==> src/rtl/power_seq_ctrl_if.sv <==
// Operand/result bundle for the sequential power unit.
// master: keypad/operand side; slave: power_seq_ctrl.
interface power_seq_ctrl_if #(
  parameter int unsigned BASE_W = 4,
  parameter int unsigned EXP_W  = 3,
  parameter int unsigned RES_W  = 16
);
  logic              start;
  logic [BASE_W-1:0] base;
  logic [EXP_W-1:0]  exp;
  logic              busy;
  logic              done;
  logic [RES_W-1:0]  result;
  logic              overflow;

  modport master (
    output start, base, exp,
    input  busy, done, result, overflow
  );

  modport slave (
    input  start, base, exp,
    output busy, done, result, overflow
  );
endinterface

==> src/rtl/power_seq_ctrl.sv <==
// Sequential power unit: result = base^exp via one multiply per clock.
// IDLE/MUL/DONE FSM with start/busy/done handshake; all outputs registered.
// Optional build macro POWER_SATURATE_EN: clamp the accumulator to all ones
// once any multiply overflows (default: keep the truncated product).
module power_seq_ctrl #(
  parameter int unsigned BASE_W = 4,
  parameter int unsigned EXP_W  = 3,
  parameter int unsigned RES_W  = 16
) (
  input  logic               clk,
  input  logic               rst_n,
  power_seq_ctrl_if.slave    bus
);

  localparam int unsigned P_W = RES_W + BASE_W;

  localparam logic [1:0] IDLE = 2'd0;
  localparam logic [1:0] MUL  = 2'd1;
  localparam logic [1:0] DONE = 2'd2;

  logic [1:0]        state_q,    state_d;
  logic [RES_W-1:0]  acc_q,      acc_d;
  logic [EXP_W-1:0]  cnt_q,      cnt_d;
  logic [BASE_W-1:0] base_q,     base_d;
  logic              ovf_q,      ovf_d;
  logic              busy_q,     busy_d;
  logic              done_q,     done_d;
  logic [RES_W-1:0]  result_q,   result_d;
  logic              overflow_q, overflow_d;

  logic [P_W-1:0]    prod;
  logic              prod_hi;

  // Shared multiplier: full-width product and its overflow indication
  always_comb begin
    prod    = P_W'(acc_q) * P_W'(base_q);
    prod_hi = |prod[P_W-1:RES_W];
  end

  // Next-state and datapath update
  always_comb begin
    state_d    = state_q;
    acc_d      = acc_q;
    cnt_d      = cnt_q;
    base_d     = base_q;
    ovf_d      = ovf_q;
    result_d   = result_q;
    overflow_d = overflow_q;

    case (state_q)
      IDLE: begin
        if (bus.start) begin
          base_d  = bus.base;
          cnt_d   = bus.exp;
          acc_d   = RES_W'(1);
          ovf_d   = 1'b0;
          state_d = MUL;
        end
      end
      MUL: begin
        if (cnt_q != EXP_W'(0)) begin
          cnt_d = cnt_q - EXP_W'(1);
          ovf_d = ovf_q | prod_hi;
`ifdef POWER_SATURATE_EN
          acc_d = (ovf_q | prod_hi) ? {RES_W{1'b1}} : prod[RES_W-1:0];
`else
          acc_d = prod[RES_W-1:0];
`endif
        end else begin
          result_d   = acc_q;
          overflow_d = ovf_q;
          state_d    = DONE;
        end
      end
      DONE: begin
        state_d = IDLE;
      end
      default: begin
        state_d = IDLE;
      end
    endcase

    busy_d = (state_d == MUL);
    done_d = (state_d == DONE);
  end

  // State and output registers
  always_ff @(posedge clk or negedge rst_n) begin
    if (!rst_n) begin
      state_q    <= IDLE;
      acc_q      <= '0;
      cnt_q      <= '0;
      base_q     <= '0;
      ovf_q      <= 1'b0;
      busy_q     <= 1'b0;
      done_q     <= 1'b0;
      result_q   <= '0;
      overflow_q <= 1'b0;
    end else begin
      state_q    <= state_d;
      acc_q      <= acc_d;
      cnt_q      <= cnt_d;
      base_q     <= base_d;
      ovf_q      <= ovf_d;
      busy_q     <= busy_d;
      done_q     <= done_d;
      result_q   <= result_d;
      overflow_q <= overflow_d;
    end
  end

  assign bus.busy     = busy_q;
  assign bus.done     = done_q;
  assign bus.result   = result_q;
  assign bus.overflow = overflow_q;

endmodule
==> src/flat_wrapper.sv <==
// flat-port wrapper written by rule: the top's interface ports become plain ports
module power_seq_ctrl_flat 
#(
  parameter int unsigned BASE_W = 4,
  parameter int unsigned EXP_W  = 3,
  parameter int unsigned RES_W  = 16
)
  (clk, rst_n, bus_start, bus_base, bus_exp, bus_busy, bus_done, bus_result, bus_overflow);
  power_seq_ctrl_if #(.BASE_W(BASE_W), .EXP_W(EXP_W), .RES_W(RES_W)) bus_i ();
  input  logic clk;
  input  logic rst_n;
  input wire logic [$bits(bus_i.start)-1:0] bus_start;
  input wire logic [$bits(bus_i.base)-1:0] bus_base;
  input wire logic [$bits(bus_i.exp)-1:0] bus_exp;
  output wire logic [$bits(bus_i.busy)-1:0] bus_busy;
  output wire logic [$bits(bus_i.done)-1:0] bus_done;
  output wire logic [$bits(bus_i.result)-1:0] bus_result;
  output wire logic [$bits(bus_i.overflow)-1:0] bus_overflow;
  assign bus_i.start = bus_start;
  assign bus_i.base = bus_base;
  assign bus_i.exp = bus_exp;
  assign bus_busy = bus_i.busy;
  assign bus_done = bus_i.done;
  assign bus_result = bus_i.result;
  assign bus_overflow = bus_i.overflow;
  power_seq_ctrl #(.BASE_W(BASE_W), .EXP_W(EXP_W), .RES_W(RES_W)) u_core (.clk(clk), .rst_n(rst_n), .bus(bus_i));
endmodule
==> config.mk <==
export PLATFORM = sky130hd
export DESIGN_NAME = power_seq_ctrl_flat
export DESIGN_NICKNAME = d
export VERILOG_FILES = /design/src/rtl/power_seq_ctrl_if.sv /design/src/rtl/power_seq_ctrl.sv /design/src/flat_wrapper.sv
export SDC_FILE = /design/constraint.sdc
export NUM_CORES = 1
export LEC_CHECK = 0
export ABC_AREA = 1
export BUFFER_PORTS_ARGS = -buffer_cell sky130_fd_sc_hd__buf_2
export CORE_MARGIN = 2
export CORE_UTILIZATION = 55
export DETAILED_ROUTE_END_ITERATION = 10
export GPL_TIMING_DRIVEN = 0
export PLACE_DENSITY_LB_ADDON = 0.12
export SYNTH_ARGS = -nofsm -noshare
export SYNTH_HDL_FRONTEND = slang
export SYNTH_SLANG_ARGS = --single-unit
==> constraint.sdc <==
create_clock -name clk -period 3.61 [get_ports clk]
set_input_delay 0.361 -clock clk [delete_from_list [all_inputs] [get_ports clk]]
set_output_delay 0.361 -clock clk [all_outputs]
set_load 0.01 [all_outputs]
* Yosys cells after proc, flatten, opt, wreduce, memory -nomap -nowiden
Index checks and enable logic that the tools add are counted.
Widths: inputs -> output; s select.
** Storage, ports and cells
- Register bits :: 45
- Output and inout port bits :: 19
- Word-level logic and storage cells :: 37
** Operators by class
- Add/subtract/negate cells :: 1
- $mul :: 1
- Eq/ne operators :: 5
- Mux-type cells :: 12
- Bitwise gates (word level) :: 2
- Reductions and logical operators :: 7
** Operator list (number)
- $mux 16 :: 2
- $pmux 16 s2 :: 1
- $mul 16x4->20 :: 1
- $mux 3 :: 2
- $pmux 3 s2 :: 1
- $eq 2x1->1 const B :: 2
- $mux 2 :: 2
- $pmux 2 s2 :: 1
- $reduce_and 2->1 :: 2
- $reduce_or 4->1 :: 1
- $reduce_and 3->1 :: 1
- $reduce_bool 3->1 :: 1
- $sub 3x1->3 const B :: 1
- $eq 2x2->1 const B :: 1
- $logic_not 2->1 :: 1
- $mux 1 :: 2
- $ne 2x1->1 const B :: 1
- $ne 2x2->1 const B :: 1
- $pmux 1 s2 :: 1
- $reduce_bool 2->1 :: 1
- $not 1->1 :: 1
- $or 1x1->1 :: 1

* Depth between registers and ports, before layout
Gate-level depths: netlist (run 1).
- Word-level depth :: 5
- Mapped depth :: 23
- Gate-level depth less buffers :: 21

* Least setup slack after synthesis (run 1)
Ideal clock, no wire load.
- Path kind :: reg2reg
- From :: reg u_core.base_q[3]
- To :: reg u_core.ovf_q
- Setup time :: 117 ps
- Arrival :: 3282 ps
- Data required time :: 3493 ps
- Slack :: 210 ps
- Cell stages (with the launch flop) :: 20
- Clock period less this slack :: 3400 ps
- Path through :: dfrtp_1 > clkbuf_1 > clkbuf_1 > nand2_1 > fa_1 > inv_1 > fa_1 > fa_1 > nand2_1 > nand3_2 > nand3_1 > nand2_1 > nand3_1 > nand2_1 > nand2_1 > nand2_1 > nor2_1 > nand3_1 > nand3_1 > nand2_1
** Between the ends
- Longest elaborated chain between the ends :: 5
** Ends and longest elaborated chain
- start: declaration :: RTL line power_seq_ctrl.sv:24 : logic [BASE_W-1:0] base_q, base_d;
- start signal: assignment :: RTL line power_seq_ctrl.sv:103 : base_q <= base_d;
- $mul 16x4->20 :: RTL line power_seq_ctrl.sv:36 : prod = P_W'(acc_q) * P_W'(base_q);
- $reduce_or 4->1 :: RTL line power_seq_ctrl.sv:37 : prod_hi = |prod[P_W-1:RES_W];
- $or 1x1->1 :: RTL line power_seq_ctrl.sv:63 : ovf_d = ovf_q | prod_hi;
- $mux 1 :: RTL line power_seq_ctrl.sv:61 : if (cnt_q != EXP_W'(0)) begin
- $pmux 1 s2 :: RTL line power_seq_ctrl.sv:50 : case (state_q)
- end signal: assignment :: RTL line power_seq_ctrl.sv:104 : ovf_q <= ovf_d;
- end: declaration :: RTL line power_seq_ctrl.sv:25 : logic ovf_q, ovf_d;
Every way passes these cells. The select of a mux whose other input is x is not followed.
A chain may end at the register's enable or synchronous reset.

* Worst setup path in the final report (run 1)
Same ends and word-level chain as after synthesis.

==> results of run 1 <==
-- layout by cell type (no fill, tap or decap), types with 2 or more instances in the layout --
cell type    n
dfrtp_1     42
ha_4         3
nor2_1      19
o21ai_0     36
a21oi_2      4
nand3_1     12
nor2_4       2
nand2_2      6
nand2_1    154
nand3_2      5
buf_4        7
fa_1        27
a21oi_1     24
buf_2       29
inv_1      136
inv_2        2
nor2_2       3
o22ai_1      2
o21ai_1      8
dfrtp_2      3
clkbuf_2     2
clkbuf_1     4
clkbuf_8     8
ha_1        21
o32ai_1      3
ha_2         2
-- logic make-up after synthesis --
| logic type | count (synthesis) |
|---|---|
| flip-flops | 45 |
| adder cells (fa/ha/maj) | 54 |
| AO/OA/AOI/OAI | 81 |
| AND/OR/NAND/NOR | 205 |
| XOR/XNOR | 1 |
| buffers and inverters | 152 |
-- power groups by stage --
stage          Clock, mW  Combinational [mW]  Sequential [mW]
2_1_floorplan          0                1.28            0.850
3_3_place_gp           0                1.80            0.840
3_5_place_dp           0                1.84            0.848
4_1_cts            0.346                1.83            0.877
5_1_grt            0.367                2.24            0.884
6_report           0.340                1.96            0.863
-- repair_timing --
item	CTS	global route
pin swaps	0	2
endpoints found under the setup margin	12	4
buffers inserted	1	5
resized for setup	10	16
-- final timing paths --
kind	start	to	slack (ns)	cells past startpoint
worst max register to register	u_core.base_q[3]	u_core.ovf_q	0.15	18
worst min-delay path	rst_n	u_core.base_q[3]	0.22	1
worst min register to register	u_core.bus.result[0]	u_core.bus.result[0]	0.47	2
worst max-delay path	u_core.base_q[3]	u_core.ovf_q	0.15	18
max in group asynchronous	rst_n	u_core.base_q[1]	2.72	1
min in group clk	bus_base[1]	u_core.base_q[1]	0.25	3
-- metal layers --
metal / vias up / share of wire, %
met2: 91 / 47
met4: 0 / 1.8
met5: - / 0
met3: 15 / 4.8
li1: 1683 / -
met1: 1594 / 46
-- cell type report --
type	instances	share of cell area [%]
Inverter	138	11.84
Sequential cell	45	25.83
Multi-Input combinational cell	341	51.34
Clock buffer	6	1.888
Buffer	11	1.745
Tap cell	96	2.746
Timing Repair Buffer	34	4.233
Clock inverter	2	0.3719
-- worst max-delay path: stages, from the launching register on --
cell and delay [ns]:
dfrtp_2 0.44, buf_4 0.19, nand2_1 0.07, inv_1 0.05, fa_1 0.53, inv_1 0.06, fa_1 0.52, inv_1 0.04
ha_1 0.37, a21oi_2 0.20, o21ai_1 0.12, a21oi_1 0.25, nand2_1 0.08, nand2_1 0.06, nand2_1 0.04, nor2_1 0.10
nand3_1 0.11, nand3_1 0.08, nand2_1 0.05
-- state kept, by name, indices dropped and copies added (netlist names) --
signal,cells
u_core.bus.busy,1
u_core.ovf_q,1
u_core.bus.result,16
u_core.base_q,4
u_core.acc_q,16
u_core.cnt_q,3
u_core.state_q,2
u_core.bus.done,1
u_core.bus.overflow,1
-- synthesized netlist by cell type --
library cell / number
clkbuf_8: 1
inv_2: 2
nand3_1: 12
clkbuf_2: 1
a21oi_1: 26
buf_2: 1
xnor2_1: 1
nor2_1: 20
nor2_2: 2
dfrtp_1: 45
nor2_4: 2
nand2_1: 155
o21ai_1: 7
o21ai_0: 37
fa_1: 28
or2_1: 1
a31oi_1: 1
nand2_2: 5
o211ai_1: 1
nor3_1: 1
o21a_1: 1
and2_1: 1
o32ai_1: 3
nand3_2: 5
clkbuf_1: 11
o22ai_1: 2
a2bb2oi_1: 1
ha_1: 26
and3_1: 1
a21oi_2: 2
inv_1: 136
-- through the flow --
step | setup WS, ns | instances
3_3_place_gp | -0.6841 | 662
2_1_floorplan | 0.2105 | 538
5_1_grt | -0.07286 | 673
4_1_cts | 0.0003584 | 668
6_report | 0.1450 | 673
3_5_place_dp | -0.6903 | 662
==> results.toml, run 1 <==
[place]
detailed_place.area_um2 = 4158
gp_congestion = 0.8543
place_hpwl_um = 7257
portBuffers = 28

[cts]
ctsHoldBuffers = 0
insertion_delay_ns = 0.31
cts_tree = "built"
cts_sinks = 45
h-tree-depth = 2
cts_buffers = 5
cts_root_buf = "clkbuf_8"
cts_buffer_depth = 2
cts.clk_slew.worst_paths_ns = 0.09

[run]
cap_violations = 0

[synth]
avgSynthCellArea_um2 = 7.244
ys_top_cells_by_area = "dfrtp_1, nand2_1, fa_1"
synth_top_area_cell = "dfrtp_1"
synth-seq-cells = 45
yosys.area_share.simple_pct = 21.99
syn_area_um2 = 3897
synth_xor_xnor_area_share_pct = 0.2247
yosys_warnings = 0
synth_cell_types = 31
synth_top_area_share_pct = 28.89
synth_compound_area_share_pct = 11.20
seq_area_frac_synth_pct = 28.89
syn_inst = 538
synthMuxAreaShare_pct = 0
synth_top_family_by_area = "adder cells"
syn_nets = 602
synthAdderAreaFrac_pct = 22.73

[timing]
finClkSkew_ns = 0.01044
min_period_ns = 3.465
fmax_mhz = 288.6
setup_viol = 0
worst_pin_slew_ns = 1.008
slew_headroom_pct = 32.78
drv_slew = 0
hold_viol_final = 0
tns_ns = 0
post-route-period-util_pct = 95.98
whs_ns = 0.2165

[worst_setup_path]
start_kind = "register"
endpoint_kind = "register"
path_class = "register to register"
worstPathArrival_ns = 3.67
required_ns = 3.82
cp_max_fo = 7

[detailed_routing]
drt_pass1_iterations = 5
route.final.wire_length_um = 9363
drtAntennaViolNets = 0
wl_per_cell_um = 13.91
drc = 0
drt_iter0_drc = 197
via_per_inst = 5.027
num_vias = 3383

[global_routing]
use_met3_pct = 4.053
use_met2_pct = 42.58
grt_overflow = 0
grt_pass1_wl_um = 15560
top_usage_layer = "met2"
grt_max_degree = 46
grt_usage_pct = 26.21
grt_pass1_vias = 3322
antenna_found_initial = 0
use_met1_pct = 36.80

[power_and_ir_drop]
ir_drop_mv = 0.4897
powerDensity_nw_per_um2 = 722.2
pwr-share-comb_pct = 61.9
power_frac_seq_pct = 27.3
leakagePower_nw = 2.638
intPower_mw = 1.571
p_sw_share_pct = 50.26
power_mw = 3.159
clkPwrFrac_pct = 10.8
p_switching_mw = 1.588

[die]
fp.dieH_um = 88.18
pin_count = 29
rows = 30
dieWidth_um = 88.18
start_util_pct = 57.05
fp.dieArea_um2 = 7776
core_area_um2 = 6832

[layout]
drive_gt1_share_pct = 13.86
regArea_um2 = 1130
multi_input_area_um2 = 2246
final_area_um2 = 4374
nets = 640
utilization_pct = 64.03
n_antenna_cell = 0
fillCellCount = 630
syn2layout_area_growth_pct = 12.23

[run_status]
status = "complete, no violations"

[worst_hold_path]
hold_class = "input port to async pin"
No activity file was read; power rests on OpenSTA's default activity.
==> run 2: changes to the inputs <==
ABC_AREA = 0   (was 1)
BUFFER_PORTS_ARGS = not set   (was -buffer_cell sky130_fd_sc_hd__buf_2)
DONT_BUFFER_PORTS = 1   (was not set)
clock period = 3.28 ns   (was 3.61 ns; I/O delays follow)
==> run 2 against run 1 <==
The run now ends with setup timing left; final area rose by 0.80%; critical path depth fell by 3; core utilization rose by 5.0 points.
==> results.toml, run 2 <==
[layout]
layout_common_cells = "nand2_1, inv_1, dfrtp_1"
nets = 479
syn2layout_area_growth_pct = 20.85
fillCellCount = 492
drive_gt1_share_pct = 26.20
layout_commonest_cell = "nand2_1"
n_antenna_cell = 0
final_area_um2 = 4409

[detailed_routing]
drt_pass1_iterations = 4
via_per_inst = 5.568
drc = 0
wl_per_cell_um = 16.53
route.final.wire_length_um = 8149
drt_iter0_drc = 92
drtAntennaViolNets = 0
num_vias = 2745

[worst_hold_path]
min_to = "u_core.base_q[2]"
hold_depth = 2
hold_class = "input port to register"
worstHoldStart = "bus_base[2]"

[global_routing]
grt_overflow = 0
grt_max_degree = 46
grt_pass1_vias = 2907
grt_pass1_wl_um = 13830
antenna_found_initial = 0
grt_usage_pct = 24.22

[worst_setup_path]
endpoint_kind = "register"
path_class = "register to register"
reg2reg_depth = 15
start_kind = "register"
r2r_end = "u_core.ovf_q"
worstPathArrival_ns = 3.85
reg2reg_from = "u_core.acc_q[3]"
cp_max_fo = 3
required_ns = 3.46
r2r_setup_slack_ns = -0.39

[timing]
tns_ns = -1.286
setup_viol = 6
rsz0062_at_grt = "true"
hold_viol_final = 0
slew_headroom_pct = 51.29
fmax_mhz = 272.8
min_period_ns = 3.666
post-route-period-util_pct = 111.8
worst_pin_slew_ns = 0.7280
finClkSkew_ns = 0.009310
fin_ws_ns = -0.3861
drv_slew = 0

[die]
fp.dieArea_um2 = 7301
dieWidth_um = 85.45
pin_count = 29
fp.dieH_um = 85.45
rows = 29
start_util_pct = 57.13
core_area_um2 = 6386

[place]
place_hpwl_um = 5698
portBuffers = 0
place_ws_ns = -0.6817
gp_congestion = 0.8053
detailed_place.area_um2 = 3849

[power_and_ir_drop]
powerDensity_nw_per_um2 = 836.2
power_mw = 3.687
ir_drop_mv = 0.8255
leakagePower_nw = 2.128

[synth]
yosys_warnings = 0
synth_cell_types = 44
syn_nets = 449
synth.most_common_cell = "nand2_1"
synth_common_cells = "nand2_1, inv_1, dfrtp_1"
synth-seq-cells = 45
syn_inst = 385
syn_area_um2 = 3648
yosys_most_used_dff = "dfrtp_1"
synth_top_area_share_pct = 30.86
avgSynthCellArea_um2 = 9.477
synth_edf_count = 0
ys_async_sr_fraction_pct = 100.0
seq_area_frac_synth_pct = 30.86
ys_top_cells_by_area = "dfrtp_1, fa_1, ha_1"
synth_top_area_cell = "dfrtp_1"

[cts]
cts.clk_slew.worst_paths_ns = 0.10
h-tree-depth = 2
cts_buffer_depth = 2
cts_tree = "built"
cts_buffers = 5
insertion_delay_ns = 0.31
cts_sinks = 45
cts_root_buf = "clkbuf_8"

[run]
cap_violations = 0

[run_status]
status = "finished, violations left"
violations = "setup timing"
## run 2: worst max path at each step
stage | startpoint | cells past startpoint | endpoint
4_1_cts | u_core.acc_q[3] | 15 | u_core.ovf_q
3_5_place_dp | u_core.base_q[1] | 14 | u_core.ovf_q
2_1_floorplan | u_core.base_q[3] | 14 | u_core.ovf_q
3_3_place_gp | u_core.base_q[1] | 14 | u_core.ovf_q
5_1_grt | u_core.acc_q[3] | 15 | u_core.ovf_q
6_report | u_core.acc_q[3] | 15 | u_core.ovf_q
## run 2: final cells by class
type,count,area [um^2],area share [%]
multi-input combinational,279,2579,58.48
sequential,45,1131,25.65
timing repair buffer,23,224.0,5.079
inverter,51,191.4,4.342
tap,77,96.34,2.185
buffer,10,72.57,1.646
clock buffer,5,68.82,1.561
clock inverter,3,46.29,1.050
## run 2: logic make-up after synthesis
| family | synth area share (%) |
|---|---|
| XOR/XNOR | 3.601 |
| flip-flops | 30.86 |
| AND/OR/NAND/NOR | 17.90 |
| adder cells (fa/ha/maj) | 24.28 |
| buffers and inverters | 6.310 |
| AO/OA/AOI/OAI | 11.52 |
| multiplexers | 5.521 |
## run 2: power breakdown
group	internal, mW	switching, mW	total, mW
Clock	0.228	0.212	0.440
Sequential	0.778	0.274	1.05
Combinational	1.03	1.17	2.19
## run 2: routing by layer
metal  vias up  track usage (%)  wire length (um)
met4         0            6.494                82
met5         -                0                 0
met1      1383            32.00              3763
li1       1313                -                 -
met2        41            40.98              3998
met3         8            4.669               304
## run 2: critical path: stages, from the launching register on
cell,delay [ns]
dfrtp_1,0.42
buf_6,0.13
and2_4,0.15
fa_1,0.54
inv_2,0.04
fa_1,0.55
inv_2,0.05
ha_4,0.24
o211ai_4,0.19
o21ai_4,0.11
o311ai_4,0.27
nand3b_1,0.15
a311o_1,0.30
a21oi_2,0.14
xor2_1,0.16
a31oi_1,0.09
## run 2: stage by stage
step           utilization [%]  cells  hold WS, ns
2_1_floorplan                -    385      0.03241
5_1_grt                  69.04    493       0.1329
3_5_place_dp             60.27    462      0.03317
3_3_place_gp             60.27    462      0.03325
6_report                 69.04    493       0.1227
4_1_cts                  67.73    490       0.1177
## run 2: repair_timing
action / 4_1_cts / 5_1_grt
hold endpoints to repair: 45 / 0
gates resized for setup: 38 / 15
gates cloned: 1 / 0
buffers inserted: 18 / 3
endpoints found under the setup margin: 8 / 7
hold buffers: 2 / 0
pin swaps: 6 / 14
==> run 3: changes to the inputs <==
CORE_ASPECT_RATIO = 0.6   (was not set)
==> run 3 against run 2 <==
The flow still finishes with violations (setup timing); setup slack worse by 0.13 ns; sequential cell count stayed put; core utilization is 1.6 points higher; global-route usage is 3.4 points higher; total power is 0.60% lower; largest cell class unchanged.
==> results.toml, run 3 (synthesized netlist as in run 2, its figures left out) <==
[timing]
min_period_ns = 3.797
fmax_mhz = 263.4
rsz0062_at_grt = "true"
post-route-period-util_pct = 115.8
finClkSkew_ns = 0.009369
fin_ws_ns = -0.5166
setup_viol = 7
worst_pin_slew_ns = 0.7628
slew_headroom_pct = 49.15
whs_ns = 0.1092
hold_viol_final = 0
drv_slew = 0

[die]
core_area_um2 = 6248
fp.dieH_um = 67.09
dieWidth_um = 109.1
pin_count = 29
fp.dieArea_um2 = 7323
start_util_pct = 58.39
rows = 22

[global_routing]
grt_max_degree = 46
grt_overflow = 0
grt_pass1_wl_um = 14680
antenna_found_initial = 0
grt_usage_pct = 27.62
grt_pass1_vias = 2825

[place]
place_inst = 469
place_hpwl_um = 5995
place_ws_ns = -0.7286
gp_congestion = 0.8389
detailed_place.area_um2 = 3857
portBuffers = 0

[layout]
layout_common_cells = "nand2_1, inv_1, dfrtp_1"
layout_commonest_cell = "nand2_1"
syn2layout_area_growth_pct = 21.06
final_cells = 503
nets = 482
n_antenna_cell = 0
utilization_pct = 70.68
final_area_um2 = 4417
drive_gt1_share_pct = 25.54

[cts]
cts_sinks = 45
cts_tree = "built"
cts_buffer_depth = 2
cts_buffers = 5
cts.clk_slew.worst_paths_ns = 0.10
h-tree-depth = 2
cts_root_buf = "clkbuf_8"
insertion_delay_ns = 0.32

[worst_setup_path]
endpoint_kind = "register"
required_ns = 3.48
worstPathArrival_ns = 4.00
r2r_setup_slack_ns = -0.52
crit_top_cell = "fa_1"
r2r_end = "u_core.ovf_q"
slowest_delay_ns = 0.54
path_class = "register to register"
reg2reg_from = "u_core.base_q[3]"
start_kind = "register"
worstPathCellList = "buf_4, and2_1, fa_1, inv_1, fa_1, inv_2, ha_4, o21ai_2, or2b_4, o311ai_4, nand3b_1, a311o_1, a21oi_2, xor2_1, a31oi_1"
startpoint = "u_core.base_q[3]"
critPathSlowestCell = "fa_1"
critPathCapture = "u_core.ovf_q"
reg2reg_depth = 15
cp_max_fo = 5

[power_and_ir_drop]
ir_drop_mv = 0.5685
leakagePower_nw = 2.151
powerDensity_nw_per_um2 = 829.7

[worst_hold_path]
hold_depth = 2
hold_class = "input port to register"

[run]
cap_violations = 0

[detailed_routing]
route.final.wire_length_um = 9005
drt_iter0_drc = 136
wl_met3_um = 471
num_vias = 2766
top_layer = "met4"
drc = 0
met2_length_um = 3907
drtAntennaViolNets = 0
wl_per_cell_um = 17.90
drt_pass1_iterations = 4
via_per_inst = 5.499
routedLengthMet1_um = 4576

[run_status]
status = "finished, violations left"
violations = "setup timing"
==> run 3: through the flow <==
stage	power (mW)	setup TNS (ns)
CTS	3.508	-1.513
global route	3.983	-2.954
finish	3.665	-2.048
global placement	2.726	-2.545
floorplan	2.342	-0.2093
detailed placement	2.788	-2.794
==> run 3: timing repair <==
action / in CTS / in global routing
gates resized for setup: 34 / 20
pin swaps: 15 / 9
setup endpoints to repair: 8 / 9
hold buffers: 2 / 0
setup buffers: 18 / 6
gates cloned: 1 / 0
endpoints found under the hold margin: 45 / 0
==> run 3: worst max-delay path: cells and delay by family (launching register included) <==
family	cells	cell delay (ns)
adders and majority gates	3	1.29
AOI/OAI and AO/OA	5	0.87
and+or+nand+nor	3	0.62
DFF	1	0.48
buffers and inverters	3	0.26
xor gates and xnor gates	1	0.16
==> run 3: area by class of cell <==
cell class | instances | area [um^2]
sequential | 45 | 1130
clock buffer | 6 | 82.58
buffer | 10 | 63.81
inverter | 51 | 191.4
fill | 490 | 1832
clock inverter | 2 | 17.52
timing repair buffer | 26 | 229.0
multi-input combinational | 279 | 2597
tap | 84 | 105.1
==> run 3: worst min path at each step <==
stage           startpoint          endpoint  slack [ns]
2_1_floorplan        rst_n   u_core.acc_q[0]        0.03
3_3_place_gp         rst_n  u_core.acc_q[10]        0.03
3_5_place_dp         rst_n   u_core.acc_q[9]        0.03
4_1_cts        bus_base[3]  u_core.base_q[3]         0.1
5_1_grt        bus_base[3]  u_core.base_q[3]         0.1
6_report       bus_base[2]  u_core.base_q[2]        0.11
==> run 3: metal layers <==
metal,vias to the layer above,track usage (%)
li1,1313,-
met1,1401,41.04
met2,48,41.30
met3,4,6.751
met4,0,4.808
met5,-,0
==> run 3: where the power goes <==
group / internal [mW] / total [mW] / switching [mW]
logic: 0.991 / 2.21 / 1.22
clock network: 0.175 / 0.398 / 0.222
registers: 0.777 / 1.06 / 0.281
